### src/rtl/lcd_pkg.sv
// lcd_pkg -- shared definitions for the LCD timing generator.
//   * default 800x480 panel timing (clocks / lines)
//   * RGB565 colour-bar constants and the bar-index -> colour lookup
//   * pipeline depth and the per-pixel flag bundle that travels with a pixel
package lcd_pkg;

    // Default panel timing: horizontal in pixel clocks, vertical in lines.
    localparam int DEF_H_ACT    = 800;
    localparam int DEF_H_FP     = 40;
    localparam int DEF_H_SW     = 48;
    localparam int DEF_H_BP     = 40;
    localparam int DEF_V_ACT    = 480;
    localparam int DEF_V_FP     = 13;
    localparam int DEF_V_SW     = 3;
    localparam int DEF_V_BP     = 29;
    localparam int DEF_SYNC_POL = 0;

    // Counter state -> LCD pins latency in clocks.
    localparam int PIPE_STAGES = 2;

    // Colour bars, left to right.
    localparam logic [15:0] BAR_WHITE   = 16'hFFFF;
    localparam logic [15:0] BAR_YELLOW  = 16'hFFE0;
    localparam logic [15:0] BAR_CYAN    = 16'h07FF;
    localparam logic [15:0] BAR_GREEN   = 16'h07E0;
    localparam logic [15:0] BAR_MAGENTA = 16'hF81F;
    localparam logic [15:0] BAR_RED     = 16'hF800;
    localparam logic [15:0] BAR_BLUE    = 16'h001F;
    localparam logic [15:0] BAR_BLACK   = 16'h0000;

    // Per-pixel side information carried alongside the active/valid bit.
    typedef struct packed {
        logic hsync;   // hcnt inside the horizontal sync window
        logic vsync;   // vcnt inside the vertical sync window
        logic first;   // pixel (0,0) of a frame
        logic pat;     // pixel belongs to a colour-bar frame
    } pix_flags_t;

    function automatic logic [15:0] bar_rgb(input logic [2:0] idx);
        logic [15:0] c;
        case (idx)
            3'd0:    c = BAR_WHITE;
            3'd1:    c = BAR_YELLOW;
            3'd2:    c = BAR_CYAN;
            3'd3:    c = BAR_GREEN;
            3'd4:    c = BAR_MAGENTA;
            3'd5:    c = BAR_RED;
            3'd6:    c = BAR_BLUE;
            default: c = BAR_BLACK;
        endcase
        return c;
    endfunction

endpackage

### src/rtl/lcd_colorbar.sv
// lcd_colorbar -- combinational column -> RGB565 colour-bar lookup.
//   H_ACT : active pixels per line; the line is split into 8 equal bars.
//   col   : active column (0..H_ACT-1)
//   rgb   : RGB565 colour of the bar containing col
module lcd_colorbar
    import lcd_pkg::*;
#(
    parameter int H_ACT = DEF_H_ACT
) (
    input  logic [9:0]  col,
    output logic [15:0] rgb
);

    localparam int BAR_W = (H_ACT / 8 > 0) ? H_ACT / 8 : 1;

    logic [2:0] idx;

    // Threshold compare instead of a divider: idx = number of bar
    // boundaries at or left of col.
    always_comb begin
        idx = 3'd0;
        for (int k = 1; k < 8; k++) begin
            if (int'(col) >= k * BAR_W) idx = 3'(k);
        end
    end

    assign rgb = bar_rgb(idx);

endmodule

### src/rtl/lcd_timing_gen.sv
// lcd_timing_gen -- parallel RGB LCD timing generator with pixel fetch.
//
// Ports
//   LCD_CLK            pixel clock
//   RST                synchronous, active-high reset (overrides EN)
//   EN                 run enable; low holds/aborts the frame at (0,0)
//   PAT_EN             internal colour bars instead of fetched pixels,
//                      sampled at frame start
//   PIX_REQ/X/Y        pixel request and its coordinates (1 clock after
//                      counter state)
//   PIX_DATA/PIX_VALID RGB565 reply, sampled on the clock after PIX_REQ
//   LCD_HYNC/LCD_SYNC  hsync / vsync at SYNC_POL while asserted
//   LCD_DEN, LCD_R/G/B data enable and colour (2 clocks after counter state)
//   FRAME_START        one-clock pulse aligned with LCD_DEN of pixel (0,0)
//   UNDERFLOW          sticky: a requested pixel came back without PIX_VALID
//
// Pipeline
//   stage 0 : hcnt/vcnt and decoded flags (combinational)
//   stage 1 : PIX_REQ/X/Y out, flags registered, colour bar looked up
//   stage 2 : LCD pins registered, PIX_DATA captured
module lcd_timing_gen
    import lcd_pkg::*;
#(
    parameter int H_ACT    = DEF_H_ACT,
    parameter int H_FP     = DEF_H_FP,
    parameter int H_SW     = DEF_H_SW,
    parameter int H_BP     = DEF_H_BP,
    parameter int V_ACT    = DEF_V_ACT,
    parameter int V_FP     = DEF_V_FP,
    parameter int V_SW     = DEF_V_SW,
    parameter int V_BP     = DEF_V_BP,
    parameter int SYNC_POL = DEF_SYNC_POL
) (
    input  logic        LCD_CLK,
    input  logic        RST,
    input  logic        EN,
    input  logic        PAT_EN,
    output logic        PIX_REQ,
    output logic [9:0]  PIX_X,
    output logic [8:0]  PIX_Y,
    input  logic [15:0] PIX_DATA,
    input  logic        PIX_VALID,
    output logic        LCD_HYNC,
    output logic        LCD_SYNC,
    output logic        LCD_DEN,
    output logic [4:0]  LCD_R,
    output logic [5:0]  LCD_G,
    output logic [4:0]  LCD_B,
    output logic        FRAME_START,
    output logic        UNDERFLOW
);

    localparam int H_TOT = H_ACT + H_FP + H_SW + H_BP;
    localparam int V_TOT = V_ACT + V_FP + V_SW + V_BP;
    localparam int HW    = $clog2(H_TOT);
    localparam int VW    = $clog2(V_TOT);

    localparam logic [HW-1:0] H_LAST   = HW'(H_TOT - 1);
    localparam logic [HW-1:0] H_ACT_C  = HW'(H_ACT);
    localparam logic [HW-1:0] HS_FIRST = HW'(H_ACT + H_FP);
    localparam logic [HW-1:0] HS_LAST  = HW'(H_ACT + H_FP + H_SW - 1);
    localparam logic [VW-1:0] V_LAST   = VW'(V_TOT - 1);
    localparam logic [VW-1:0] V_ACT_C  = VW'(V_ACT);
    localparam logic [VW-1:0] VS_FIRST = VW'(V_ACT + V_FP);
    localparam logic [VW-1:0] VS_LAST  = VW'(V_ACT + V_FP + V_SW - 1);

    localparam logic SYNC_ON = (SYNC_POL != 0);

    logic [HW-1:0] hcnt;
    logic [VW-1:0] vcnt;

    // ---------------- stage 0: raster counters ----------------
    // EN low parks the raster at (0,0), so raising EN always starts a
    // fresh frame and dropping it aborts the current one.
    always_ff @(posedge LCD_CLK) begin
        if (RST || !EN) begin
            hcnt <= '0;
            vcnt <= '0;
        end else if (hcnt == H_LAST) begin
            hcnt <= '0;
            vcnt <= (vcnt == V_LAST) ? '0 : vcnt + 1'b1;
        end else begin
            hcnt <= hcnt + 1'b1;
        end
    end

    logic       at_origin;
    logic       pat_mode;   // colour-bar mode latched for the running frame
    logic       pat_now;
    logic       act0;
    pix_flags_t flags0;

    // PAT_EN only counts at (0,0), so a frame is either all bars or all
    // fetched pixels.
    always_comb begin
        at_origin    = (hcnt == '0) && (vcnt == '0);
        pat_now      = at_origin ? PAT_EN : pat_mode;
        act0         = EN && (hcnt < H_ACT_C) && (vcnt < V_ACT_C);
        flags0.hsync = EN && (hcnt >= HS_FIRST) && (hcnt <= HS_LAST);
        flags0.vsync = EN && (vcnt >= VS_FIRST) && (vcnt <= VS_LAST);
        flags0.first = EN && at_origin;
        flags0.pat   = pat_now;
    end

    // Active bit shift register; the last stage is LCD_DEN itself.
    logic [PIPE_STAGES:1] vld_pipe;

    always_ff @(posedge LCD_CLK) begin
        if (RST) vld_pipe <= '0;
        else     vld_pipe <= {vld_pipe[PIPE_STAGES-1:1], act0};
    end

    // ---------------- stage 1: request + flags ----------------
    pix_flags_t  flags1;
    logic [9:0]  col1;
    logic [15:0] bar1;

    always_ff @(posedge LCD_CLK) begin
        if (RST) begin
            flags1   <= '0;
            col1     <= '0;
            pat_mode <= 1'b0;
            PIX_REQ  <= 1'b0;
            PIX_X    <= '0;
            PIX_Y    <= '0;
        end else begin
            flags1   <= flags0;
            col1     <= 10'(hcnt);
            pat_mode <= pat_now;
            PIX_REQ  <= act0 && !pat_now;
            // Coordinates only move with a request; otherwise they hold.
            if (act0 && !pat_now) begin
                PIX_X <= 10'(hcnt);
                PIX_Y <= 9'(vcnt);
            end
        end
    end

    lcd_colorbar #(
        .H_ACT (H_ACT)
    ) u_colorbar (
        .col (col1),
        .rgb (bar1)
    );

    // ---------------- stage 2: LCD pins ----------------
    logic [15:0] rgb_next;
    logic        miss;

    // A missing reply on a fetched pixel is shown black and flagged;
    // bar frames never look at PIX_DATA/PIX_VALID.
    always_comb begin
        rgb_next = 16'h0000;
        miss     = 1'b0;
        if (vld_pipe[1]) begin
            if (flags1.pat)     rgb_next = bar1;
            else if (PIX_VALID) rgb_next = PIX_DATA;
            else                miss     = 1'b1;
        end
    end

    logic [15:0] rgb;

    always_ff @(posedge LCD_CLK) begin
        if (RST) begin
            rgb         <= '0;
            LCD_HYNC    <= !SYNC_ON;
            LCD_SYNC    <= !SYNC_ON;
            FRAME_START <= 1'b0;
            UNDERFLOW   <= 1'b0;
        end else begin
            rgb         <= rgb_next;
            LCD_HYNC    <= flags1.hsync ? SYNC_ON : !SYNC_ON;
            LCD_SYNC    <= flags1.vsync ? SYNC_ON : !SYNC_ON;
            FRAME_START <= flags1.first;
            UNDERFLOW   <= UNDERFLOW | miss;
        end
    end

    assign LCD_DEN = vld_pipe[PIPE_STAGES];
    assign LCD_R   = rgb[15:11];
    assign LCD_G   = rgb[10:5];
    assign LCD_B   = rgb[4:0];

endmodule

### config.mk
export PLATFORM = sky130hd
export DESIGN_NAME = lcd_timing_gen
export DESIGN_NICKNAME = d
export VERILOG_FILES = /design/src/rtl/lcd_pkg.sv /design/src/rtl/lcd_colorbar.sv /design/src/rtl/lcd_timing_gen.sv
export SDC_FILE = /design/constraint.sdc
export NUM_CORES = 1
export LEC_CHECK = 0
export CORE_ASPECT_RATIO = 0.9
export CORE_UTILIZATION = 46
export CTS_CLUSTER_DIAMETER = 50
export DETAILED_ROUTE_END_ITERATION = 8
export HOLD_SLACK_MARGIN = 0.08
export PLACE_DENSITY = 0.75
export SLEW_MARGIN = 40
export SYNTH_ARGS = -nofsm -noshare
export SYNTH_HDL_FRONTEND = slang
export SYNTH_HIERARCHICAL = 1
export SYNTH_SLANG_ARGS = --single-unit
### constraint.sdc
create_clock -name LCD_CLK -period 1.86 [get_ports LCD_CLK]
set_input_delay 0.186 -clock LCD_CLK [delete_from_list [all_inputs] [get_ports LCD_CLK]]
set_output_delay 0.186 -clock LCD_CLK [all_outputs]
set_load 0.005 [all_outputs]
## Yosys cells after proc, flatten, opt, wreduce, memory -nomap -nowiden

Cells that the tools add are included.
W data, S select, Z words.

| storage, ports and cells | value |
|---|---|
| output and inout bits | 41 |
| memories kept | 0 |
| logic and storage cells | 75 |
| bits in latches | 0 |
| register bits after elaboration | 76 |
| input port bits | 21 |
| bits in writable memories | 0 |
| bits in read-only memories | 0 |

| operators by class | value |
|---|---|
| shift-type cells | 0 |
| reductions and logical operators | 17 |
| add/subtract/negate cells | 2 |
| mux-type cells | 17 |
| equal/unequal tests | 8 |
| bitwise operators | 2 |
| order comparisons | 13 |
| divide/modulo/power cells | 0 |
| $mul | 0 |

Operators by type and width:

| cell | number |
|---|---|
| $pmux W16 S7 | 1 |
| $ge A10 B9 Y1 const B | 4 |
| $mux W16 | 2 |
| $ge A10 B10 Y1 const B | 3 |
| $add A10 B1 Y10 const B | 2 |
| $eq A10 B10 Y1 const B | 2 |
| $logic_not A10 Y1 | 2 |
| $mux W3 | 4 |
| $ge A10 B7 Y1 const B | 1 |
| $ge A10 B8 Y1 const B | 1 |
| $le A10 B10 Y1 const B | 1 |
| $le A10 B9 Y1 const B | 1 |
| $lt A10 B10 Y1 const B | 1 |
| $lt A10 B9 Y1 const B | 1 |
| $mux W10 | 1 |
| $eq A3 B3 Y1 const B | 3 |
| $logic_and A1 B1 Y1 | 9 |
| $mux W1 | 7 |
| $eq A3 B2 Y1 const B | 2 |
| $mux W2 | 2 |
| $reduce_or A2 Y1 | 2 |
| $eq A3 B1 Y1 const B | 1 |
| $logic_not A3 Y1 | 1 |
| $logic_not A1 Y1 | 2 |
| 3 further kinds | 3 |

## Longest topological paths before layout

Gate-level depths: netlist (run 1).

| depth | value |
|---|---|
| word-level depth | 11 |
| mapped depth | 8 |
| mapped depth without buffers | 7 |

## Cells and area by module

Netlist (run 1), hierarchy kept.

Modules (own cells, without submodules):

| module | cells each | times used | area an instance (µm²) | seq. area each (µm²) |
|---|---|---|---|---|
| lcd_timing_gen | 302 | 1 | 2937.8 | 1521.5 |
| lcd_colorbar | 41 | 1 | 285.3 | 0.0 |

## Worst setup path before layout (run 1)

No wires, ideal clock.

| path | value |
|---|---|
| path kind | register -> register |
| from | register col1[6] |
| to | register rgb[1] |
| period minus slack after synthesis | 1.962 ns |
| setup slack | -0.102 ns |
| cell stages (with the launch flop) | 9 |
| data arrival time | 1.841 ns |
| buffers on the path | 2 |
| path through | dfxtp_1 buf_6 or3_1 a31oi_1 a311o_1 o21ai_2 buf_4 a22oi_1 nor2_1 |

| on the way | value |
|---|---|
| longest elaborated chain between the ends | 11 |
| elaborated cells on any way between the ends | 23 |

Ends and longest elaborated chain:

| element | RTL line | text |
|---|---|---|
| start: declaration | lcd_timing_gen.sv:115 | `logic [9:0] col1;` |
| start signal: assignment | lcd_timing_gen.sv:128 | `col1 <= 10'(hcnt);` |
| $ge A10 B7 Y1 | lcd_colorbar.sv:23 | `if (int'(col) >= k * BAR_W) idx = 3'(k);` |
| $mux W1 | lcd_colorbar.sv:23 |  |
| $mux W2 (2 in a row) | lcd_colorbar.sv:23 |  |
| $mux W3 (3 in a row) | lcd_colorbar.sv:23 |  |
| $mux W3 * | lcd_colorbar.sv:23 |  |
| $eq A3 B3 Y1, or another cell as far along | lcd_pkg.sv:41 | `case (idx)` |
| $pmux W16 S7 * | lcd_pkg.sv:41 |  |
| net bar1[1] | lcd_timing_gen.sv:116 | `logic [15:0] bar1;` |
| $mux W16 * | lcd_timing_gen.sv:156 | `if (flags1.pat) rgb_next = bar1;` |
| end signal: assignment | lcd_timing_gen.sv:172 | `rgb <= rgb_next;` |
| end: declaration | lcd_timing_gen.sv:162 | `logic [15:0] rgb;` |

The timed path passes the listed nets; every way through them passes the cells marked *.
A chain may end at the register's enable or synchronous reset.

## Worst setup path after layout (run 1)

| path | value |
|---|---|
| from | register hcnt[4] |
| to | register PIX_Y[0] |

| on the way | value |
|---|---|
| longest elaborated chain between the ends | 5 |
| elaborated cells on any way between the ends | 8 |

Ends and longest elaborated chain:

| element | RTL line | text |
|---|---|---|
| start: declaration | lcd_timing_gen.sv:69 | `logic [HW-1:0] hcnt;` |
| start signal: assignment | lcd_timing_gen.sv:83 | `hcnt <= hcnt + 1'b1;` |
| branches (longest 4 deep; another with $lt A10 B10 Y1) | n/a |  |
| $logic_and A1 B1 Y1 * | lcd_timing_gen.sv:132 | `if (act0 && !pat_now) begin` |
| end signal: assignment | lcd_timing_gen.sv:134 | `PIX_Y <= 9'(vcnt);` |
| end: declaration | lcd_timing_gen.sv:40 | `output logic [8:0] PIX_Y,` |

Mark *: on every way between the ends.

==> results of run 1 <==
-- repair_timing --
item | CTS | global route
buffers inserted | 1 | 6
pin swaps | 1 | 10
resized for setup | 1 | 20
endpoints found under the setup margin | 10 | 25
-- layout by cell type, fill, tap and decap left out, types with 2 or more instances in the layout --
cell                               n
sky130_fd_sc_hd__and3_1            5
sky130_fd_sc_hd__a22oi_1          14
sky130_fd_sc_hd__a22o_1            9
sky130_fd_sc_hd__and3_4            2
sky130_fd_sc_hd__dfxtp_2           8
sky130_fd_sc_hd__nor4_4            2
sky130_fd_sc_hd__nor2_1           50
sky130_fd_sc_hd__xor2_1            7
sky130_fd_sc_hd__ha_1              5
sky130_fd_sc_hd__and4_1            2
sky130_fd_sc_hd__clkbuf_8         11
sky130_fd_sc_hd__inv_1             6
sky130_fd_sc_hd__nand3_1           8
sky130_fd_sc_hd__o21ai_0           9
sky130_fd_sc_hd__dfxtp_1          66
sky130_fd_sc_hd__and2_1            2
sky130_fd_sc_hd__xnor2_1          10
sky130_fd_sc_hd__buf_4            33
sky130_fd_sc_hd__o211ai_1          2
sky130_fd_sc_hd__nand4_1           6
sky130_fd_sc_hd__mux2_4            2
sky130_fd_sc_hd__nand2_1          33
sky130_fd_sc_hd__nor2b_1          15
sky130_fd_sc_hd__inv_2             2
sky130_fd_sc_hd__or3_1             2
sky130_fd_sc_hd__nor3_1            5
sky130_fd_sc_hd__a21oi_1           6
sky130_fd_sc_hd__clkdlybuf4s50_1  61
sky130_fd_sc_hd__bufinv_16         3
-- worst max-delay path: cells and delay by family (launching register included) --
family / cells / cell delay, ns
AOI/OAI and AO/OA: 2 / 0.48
buffers and inverters: 1 / 0.21
DFF: 1 / 0.57
and+or+nand+nor: 3 / 0.50
-- sequential cells by signal (all words and copies together) (netlist names) --
register / flops
col1: 8
hcnt: 10
LCD_SYNC: 1
UNDERFLOW: 1
vcnt: 10
vld_pipe: 2
PIX_REQ: 1
FRAME_START: 1
LCD_HYNC: 1
PIX_Y: 9
rgb: 16
PIX_X: 10
flags1: 4
-- final timing paths --
path / endpoint / from / slack (ns)
worst max register to register: PIX_Y[0] / hcnt[4] / 0.04
worst min register to register: LCD_HYNC / flags1[3] / 0.37
worst max-delay path: PIX_Y[0] / hcnt[4] / 0.04
worst min-delay path: LCD_HYNC / flags1[3] / 0.37
-- cell type report --
cell class                      instances  area (sq um)  area share (%)
Tap cell                               90           113            2.60
Inverter                                8          30.0           0.695
Timing Repair Buffer                   96           890            20.6
Clock inverter                          4          98.8            2.29
Clock buffer                           11           151            3.50
Multi-Input combinational cell        228          1550            35.8
Sequential cell                        74          1490            34.5
-- metrics by stage --
stage / worst slack [ns] / std cells
after floorplan: 0.00225 / 341
after global placement: 0.0538 / 490
after detailed placement: -0.0466 / 490
after CTS: 0.0109 / 506
after global routing: -0.0430 / 511
final: 0.0389 / 511
-- power breakdown --
| group | switching, mW | internal [mW] | total, mW |
|---|---|---|---|
| clock network | 0.574 | 0.959 | 1.53 |
| registers | 0.00938 | 1.61 | 1.61 |
| logic | 0.123 | 0.152 | 0.274 |
| total | 0.706 | 2.72 | 3.42 |
-- per-layer routing --
| layer | up-vias | routed length, um | part of all wire, % | GRT usage (%) |
|---|---|---|---|---|
| li1 | 1315 | - | - | - |
| met1 | 1210 | 3100 | 43 | 25.3 |
| met2 | 97 | 3470 | 48 | 34.7 |
| met3 | 19 | 471 | 6.6 | 6.10 |
| met4 | 0 | 144 | 2.0 | 7.62 |
| met5 | - | 0 | 0 | 0 |
==> implementation parameters, run 1 <==
Parameter                              Value

STA
  Hold Fails Final Rpt    0
  Number of max-slew violations in the final report    0
  Worst hold slack across all endpoints    approximately 0.37 ns
  Slew at the pin closest to its max-slew limit    slightly above 0.5 ns
  Final setup vio count    0
  Worst slew margin relative to its limit    between 60 and 70%
  Top achievable clock speed    between 500 and 600 MHz
  Final setup skew    0.00582 ns
  Clock period minus worst slack    approximately 1.8 ns
  Period utilisation layout    just under 100%
  RSZ-0062 raised after global routing    true
  Setup TNS    0 ns

Setup path
  Maximum single-stage delay on the critical path    0.57 ns
  Worst Setup End Kind    register
  Cell breakdown of the critical path    nor2_1, and4b_1, and3_4, o41ai_4, buf_4, a22o_1
  Crit-path slowest cell    sky130_fd_sc_hd__dfxtp_1
  Setup crit start kind    register
  Endpoint arrival time on the critical path    between 2 and 2.5 ns
  Critical Path RT    around 2.2 ns
  Number of cells on the worst reg-to-reg path    6
  Largest fanout on the critical path    8
  Crit path kind    reg2reg

Global route
  GRT Util Overall    between 20% and 30%
  Residual overflow from global routing    0
  Number of global-route vias before repair    about 2400
  Antenna violations before repair    0
  Largest net degree at the start of global routing    20
  First-pass GRT wire length    around 11000 um

Layout
  Fraction of layout cells with a size suffix above 1    about a fifth
  Final design instance area without fill    roughly 4300 sq um
  Final Net Count    between 400 and 500
  Fillers    about 510
  Growth of design area from synthesis to finish    35.8%
  Final cell utilization of the core    approximately two thirds
  Number of diodes added for antenna fixing    0

Hold path
  Worst hold-check path type    reg2reg
  Worst Hold Depth    1

Clocking
  Num CTS Buffers    9
  Clock edge transition at the registers on the reported setup and hold paths    roughly 0.07 ns
  CTS max path bufs    2
  Skew-Pair Late Insertion Delay    0.35 ns
  Quantity of hold-fixing buffers added after cts    0
  Clock sink total    74
  CTS tree    built
  Buffer type at the clock tree root    sky130_fd_sc_hd__clkbuf_8
  Number of levels the H-tree was split into    3

Floorplanning
  Top-Level Pins    62
  Y dimension of the die    between 80 and 90 um
  Number of core rows    28
  Die Wd    between 80 and 90 um
  Area of the placeable core    roughly 6600 sq um
  Die outline area    7260 sq um
  Initial Util    around half

Detailed routing
  Via density per instance    ~5.2
  Number of search-and-repair iterations in the first detailed-routing pass    4
  Final wirelength    approximately 7200 um
  Starting DRC count in detailed routing    roughly 160
  Routed length per instance    14.1 um
  Count of antenna-violating nets left after detailed routing    0
  DR vias    2641
  Number of design rule violations left after detail routing    0

Yosys
  Post-synthesis instance area    around 3200 sq um
  Synthesized area per cell    approximately 9.3 sq um
  Number of warning messages in the yosys log    6
  Post-Synthesis Cells    341
  Post-Synthesis Net Count    approximately 370

Placement
  Post-detailed-placement half-perimeter wirelength    between 5000 and 6000 um
  Final GP Congestion    between 0.7 and 0.8
  Post-placement cell area    approximately 4000 sq um
  Port Buf Inserts    61

Job
  Reported max-cap violation count    0

Run status
  Run status    finished clean

Power
  Power density over the cells    ~800 nW/um^2
  Peak supply drop    roughly 670 uV
  Static leakage power    ~1.7 nW
  Post-layout total power    roughly 3.4 mW
Note: power is estimated with default switching activity, not from simulation.
==> run 2: changes to the inputs <==
--- a/config.mk
+++ b/config.mk
@@ -11,6 +11,7 @@
 export DETAILED_ROUTE_END_ITERATION = 8
 export HOLD_SLACK_MARGIN = 0.08
 export PLACE_DENSITY = 0.75
+export SKIP_LAST_GASP = 1
 export SLEW_MARGIN = 40
 export SYNTH_ARGS = -nofsm -noshare
 export SYNTH_HDL_FRONTEND = slang
==> implementation parameters, run 2 (synthesized netlist as in run 1, its figures left out) <==
Parameter                              Value

STA
  Period utilisation layout    98.2%
  RSZ-0062 raised after global routing    true
  Hold Fails Final Rpt    0
  Final setup skew    about 0.0067 ns
  Worst slew margin relative to its limit    between 60% and 70%
  Top achievable clock speed    between 500 and 600 MHz
  Number of max-slew violations in the final report    0
  Final setup vio count    0
  Clock period minus worst slack    roughly 1.8 ns
  Worst hold slack across all endpoints    roughly 0.37 ns
  Slew at the pin closest to its max-slew limit    approximately 0.5 ns

Floorplanning
  Area of the placeable core    6620 sq um
  Y dimension of the die    approximately 81 um
  Initial Util    48.1%
  Top-Level Pins    between 60 and 70
  Number of core rows    28
  Die Wd    89.7 um
  Die outline area    just over 7000 sq um

Global route
  First-pass GRT wire length    11300 um
  GRT Util Overall    roughly a fifth
  Antenna violations before repair    0
  Number of global-route vias before repair    2444
  Largest net degree at the start of global routing    20
  Residual overflow from global routing    0

Hold path
  Worst hold-check path type    reg2reg

Detailed routing
  Final wirelength    about 7200 um
  Number of design rule violations left after detail routing    0
  DR vias    between 2000 and 3000
  Routed length per instance    about 14 um
  Count of antenna-violating nets left after detailed routing    0
  Number of search-and-repair iterations in the first detailed-routing pass    4
  Via density per instance    5.13
  Starting DRC count in detailed routing    147

Setup path
  Largest fanout on the critical path    8
  Reg2Reg Setup Slack    approximately 0.033 ns
  Worst Setup End Kind    register
  Setup crit start kind    register
  Critical Path RT    approximately 2.2 ns
  Number of cells on the worst reg-to-reg path    6
  Maximum single-stage delay on the critical path    ~0.58 ns
  Worst setup endpoint    PIX_Y[0]
  R2R Path Start    hcnt[4]
  Crit-path slowest cell    sky130_fd_sc_hd__dfxtp_1
  Critical Path Source    hcnt[4]
  Endpoint arrival time on the critical path    about 2.1 ns
  R2R Path End    PIX_Y[0]
  Crit path kind    reg2reg
  Cell breakdown of the critical path    nor2_1, and4b_1, and3_4, o41ai_4, buf_4, a22o_1

Clocking
  Quantity of hold-fixing buffers added after cts    0
  Buffer type at the clock tree root    sky130_fd_sc_hd__clkbuf_8
  CTS tree    built
  Clock sink total    74
  Number of levels the H-tree was split into    3
  Clock edge transition at the registers on the reported setup and hold paths    0.07 ns
  CTS max path bufs    2
  Skew-Pair Late Insertion Delay    0.35 ns
  Num CTS Buffers    9

Placement
  Post-detailed-placement half-perimeter wirelength    5010 um
  Final GP Congestion    0.791
  Number of placed instances with taps included    about 500
  Port Buf Inserts    roughly 60

Power
  Power density over the cells    ~800 nW/um^2
  Peak supply drop    671 uV
  Static leakage power    1.66 nW

Layout
  Final Net Count    between 400 and 500
  Growth of design area from synthesis to finish    35.7%
  Flip-flop count of the largest register, all copies and words added    16
  Register name with the most flops    rgb
  Non-filler cells, final    511
  Number of diodes added for antenna fixing    0
  Final cell utilization of the core    65.2%
  Commonest cells after routing, fill and taps aside    68 x sky130_fd_sc_hd__dfxtp_1, 61 x sky130_fd_sc_hd__clkdlybuf4s50_1, 50 x sky130_fd_sc_hd__nor2_1, 33 x sky130_fd_sc_hd__nand2_1, 33 x sky130_fd_sc_hd__buf_4
  Fillers    slightly above 500
  Fraction of layout cells with a size suffix above 1    19.7%
  Leading cell type in the layout, fill and taps excluded    sky130_fd_sc_hd__dfxtp_1

Run status
  Run status    finished clean

Job
  Reported max-cap violation count    0
-- run 2: layer usage --
layer / GRT usage [%] / share of wire [%] / up-vias
met1: 25.3 / 44 / 1222
met2: 34.7 / 49 / 76
met3: 6.10 / 5.7 / 10
li1: - / - / 1313
met5: 0 / 0 / -
met4: 7.62 / 1.1 / 0
-- run 2: per-stage QoR --
stage / worst slack, ns / TNS [ns] / power [mW] / cell area (sq um)
5_1_grt: -0.0430 / -0.392 / 3.55 / 4320
4_1_cts: 0.0109 / 0 / 3.43 / 4220
6_report: 0.0329 / 0 / 3.42 / 4320
2_1_floorplan: 0.00225 / 0 / 1.77 / 3200
3_3_place_gp: 0.0538 / 0 / 1.90 / 3950
3_5_place_dp: -0.0466 / -0.127 / 1.90 / 3950
-- run 2: what timing repair did --
item | 4_1_cts | 5_1_grt
resized for setup | 1 | 18
setup endpoints to repair | 10 | 25
setup buffers | 1 | 6
pin swaps | 1 | 9
-- run 2: area by class of cell --
type | count | area [sq um] | area share (%)
multi-input combinational | 228 | 1550 | 35.9
sequential | 74 | 1490 | 34.5
timing repair buffer | 96 | 890 | 20.6
clock buffer | 11 | 151 | 3.50
tap | 90 | 113 | 2.61
clock inverter | 4 | 98.8 | 2.29
inverter | 8 | 30.0 | 0.695
-- run 2: where the power goes --
group / switching, mW / internal, mW / total, mW
Sequential: 0.00939 / 1.60 / 1.61
Combinational: 0.122 / 0.152 / 0.274
Clock: 0.573 / 0.959 / 1.53
Total: 0.705 / 2.72 / 3.42
-- run 2: worst min-delay path by stage --
stage	from	endpoint	slack, ns	depth (start not counted)
final	flags1[3]	LCD_HYNC	0.37	1
after detailed placement	flags1[3]	LCD_HYNC	0.35	1
after floorplan	PAT_EN	flags1[0]	0.33	2
after global routing	flags1[3]	LCD_HYNC	0.42	1
after CTS	flags1[3]	LCD_HYNC	0.37	1
after global placement	flags1[3]	LCD_HYNC	0.36	1
-- run 2: worst max-delay path, delay by kind of cell (launching register included) --
kind | cells | cell delay, ns
AND/OR/NAND/NOR | 3 | 0.51
AO/OA/AOI/OAI | 2 | 0.48
buffers and inverters | 1 | 0.21
flip-flops | 1 | 0.58
==> run 3: changes to the inputs <==
--- a/config.mk
+++ b/config.mk
@@ -5,7 +5,7 @@
 export SDC_FILE = /design/constraint.sdc
 export NUM_CORES = 1
 export LEC_CHECK = 0
-export CORE_ASPECT_RATIO = 0.9
+export CORE_ASPECT_RATIO = 0.6
 export CORE_UTILIZATION = 46
 export CTS_CLUSTER_DIAMETER = 50
 export DETAILED_ROUTE_END_ITERATION = 8
==> implementation parameters, run 3 (synthesized netlist as in run 1, its figures left out) <==
Parameter                              Value

Layout
  Final Net Count    451
  Area occupied by multi-input gates    ~1600 sq um
  Growth of design area from synthesis to finish    38.7%
  Commonest cells after routing, fill and taps aside    66 x sky130_fd_sc_hd__dfxtp_1, 61 x sky130_fd_sc_hd__clkdlybuf4s50_1, 50 x sky130_fd_sc_hd__nor2_1, 39 x sky130_fd_sc_hd__buf_4, 33 x sky130_fd_sc_hd__nand2_1
  Leading cell type in the layout, fill and taps excluded    sky130_fd_sc_hd__dfxtp_1
  Final cell utilization of the core    between 60% and 70%
  Fraction of layout cells with a size suffix above 1    21.5%
  Area of all sequential standard cells    ~1500 sq um
  Register name with the most flops    rgb
  Number of diodes added for antenna fixing    0
  Fillers    approximately 530
  Flip-flop count of the largest register, all copies and words added    16

Clocking
  Clock edge transition at the registers on the reported setup and hold paths    about 0.060 ns
  CTS tree    built
  Skew-Pair Late Insertion Delay    0.33 ns
  Quantity of hold-fixing buffers added after cts    0
  Num CTS Buffers    9
  Number of levels the H-tree was split into    3
  Clock sink total    between 70 and 80
  Buffer type at the clock tree root    sky130_fd_sc_hd__clkbuf_16
  CTS max path bufs    2

Power
  Net load switching power    ~0.76 mW
  Sw Share    21.6%
  Portion of total power attributed to combinational logic    7.7%
  Post-layout total power    around 3.5 mW
  Power density over the cells    801 nW/um^2
  Internal Dissipation    2.77 mW
  Static leakage power    between 1.5 and 2 nW
  Clk pwr share    between 40 and 50%
  Sequential fraction of design power    45.8%
  Peak supply drop    545 uV

Global route
  GRT Util Overall    23.6%
  First-pass GRT wire length    around 13000 um
  Number of global-route vias before repair    around 2500
  Residual overflow from global routing    0
  Largest net degree at the start of global routing    18
  Antenna violations before repair    0

Floorplanning
  Y dimension of the die    about 66 um
  Die Wd    roughly 110 um
  Number of core rows    23
  Top-Level Pins    62
  Area of the placeable core    about 6700 sq um
  Initial Util    47.7%
  Die outline area    between 7000 and 8000 sq um

STA
  Hold Fails Final Rpt    0
  Final setup skew    0.00494 ns
  RSZ-0062 raised after global routing    true
  Top achievable clock speed    ~550 MHz
  Final Worst Setup Slack    around 0.056 ns
  Number of max-slew violations in the final report    0
  Final setup vio count    0
  Clock period minus worst slack    1.80 ns
  Worst slew margin relative to its limit    61.4%
  Slew at the pin closest to its max-slew limit    about 0.58 ns
  Period utilisation layout    97.0%
  Setup TNS    0 ns

Detailed routing
  Number of design rule violations left after detail routing    0
  Routed length per instance    around 16 um
  Final wirelength    8310 um
  DR vias    around 2800
  Via density per instance    roughly 5.4
  Starting DRC count in detailed routing    roughly 310
  Number of search-and-repair iterations in the first detailed-routing pass    5
  Count of antenna-violating nets left after detailed routing    0

Run status
  Run status    finished clean

Placement
  Final GP Congestion    0.854
  Post-detailed-placement half-perimeter wirelength    5900 um
  Worst slack, placed    around 0.027 ns
  Port Buf Inserts    slightly above 60

Hold path
  Worst hold-check path type    reg2reg

Setup path
  Critical Path RT    roughly 2.1 ns
  Setup crit start kind    register
  Worst Setup End Kind    register
  Largest fanout on the critical path    10
  Endpoint arrival time on the critical path    between 2 and 2.5 ns
  Crit path kind    reg2reg

Job
  Reported max-cap violation count    0
## run 3: routing by layer
metal	track usage [%]	vias up	routed length (um)	share of wire, %
li1	-	1326	-	-
met1	33.1	1332	3920	47
met2	33.1	108	3690	44
met3	9.36	9	617	7.4
met4	6.00	0	80	0.96
met5	0	-	0	0
## run 3: worst max-delay path, stage by stage, from the launching register on
cell	delay (ns)
sky130_fd_sc_hd__dfxtp_2	0.34
sky130_fd_sc_hd__nor4_4	0.28
sky130_fd_sc_hd__buf_4	0.17
sky130_fd_sc_hd__and4_1	0.24
sky130_fd_sc_hd__buf_4	0.12
sky130_fd_sc_hd__nand4_1	0.13
sky130_fd_sc_hd__o41ai_4	0.09
sky130_fd_sc_hd__buf_4	0.22
sky130_fd_sc_hd__a22o_1	0.15
## run 3: path summary, 6_finish.rpt
path                                start  slack [ns]  depth (start not counted)       end
worst max-delay path              vcnt[7]        0.06                          8  PIX_Y[8]
worst min-delay path            flags1[2]        0.37                          1  LCD_SYNC
worst max register to register    vcnt[7]        0.06                          8  PIX_Y[8]
worst min register to register  flags1[2]        0.37                          1  LCD_SYNC
## run 3: through the flow
| stage | area (sq um) | cells | hold slack, ns |
|---|---|---|---|
| 6_report | 4410 | 514 | 0.369 |
| 5_1_grt | 4410 | 514 | 0.383 |
| 4_1_cts | 4280 | 509 | 0.371 |
| 3_5_place_dp | 4000 | 495 | 0.358 |
| 3_3_place_gp | 4000 | 495 | 0.357 |
| 2_1_floorplan | 3200 | 341 | 0.333 |
## run 3: area by class of cell
cell class	instances	share of cell area, %
clock buffers	10	5.19
clock inverters	4	1.02
inverters	8	0.680
multi-input cells	228	35.6
flip-flops and latches	74	33.8
well taps	87	2.47
repair buffers	103	21.2
## run 3: timing repair
action	in CTS	in global routing
gates resized for setup	1	29
buffers inserted	0	5
gates cloned	0	1
pin swaps	0	13
setup endpoints to repair	13	35
## run 3: power by group through the flow
stage               combinational (mW)  sequential (mW)  clock, mW
finish                           0.272             1.62       1.64
global route                     0.294             1.62       1.73
CTS                              0.250             1.62       1.65
detailed placement               0.249             1.65          0
global placement                 0.243             1.65          0
floorplan                        0.119             1.65          0
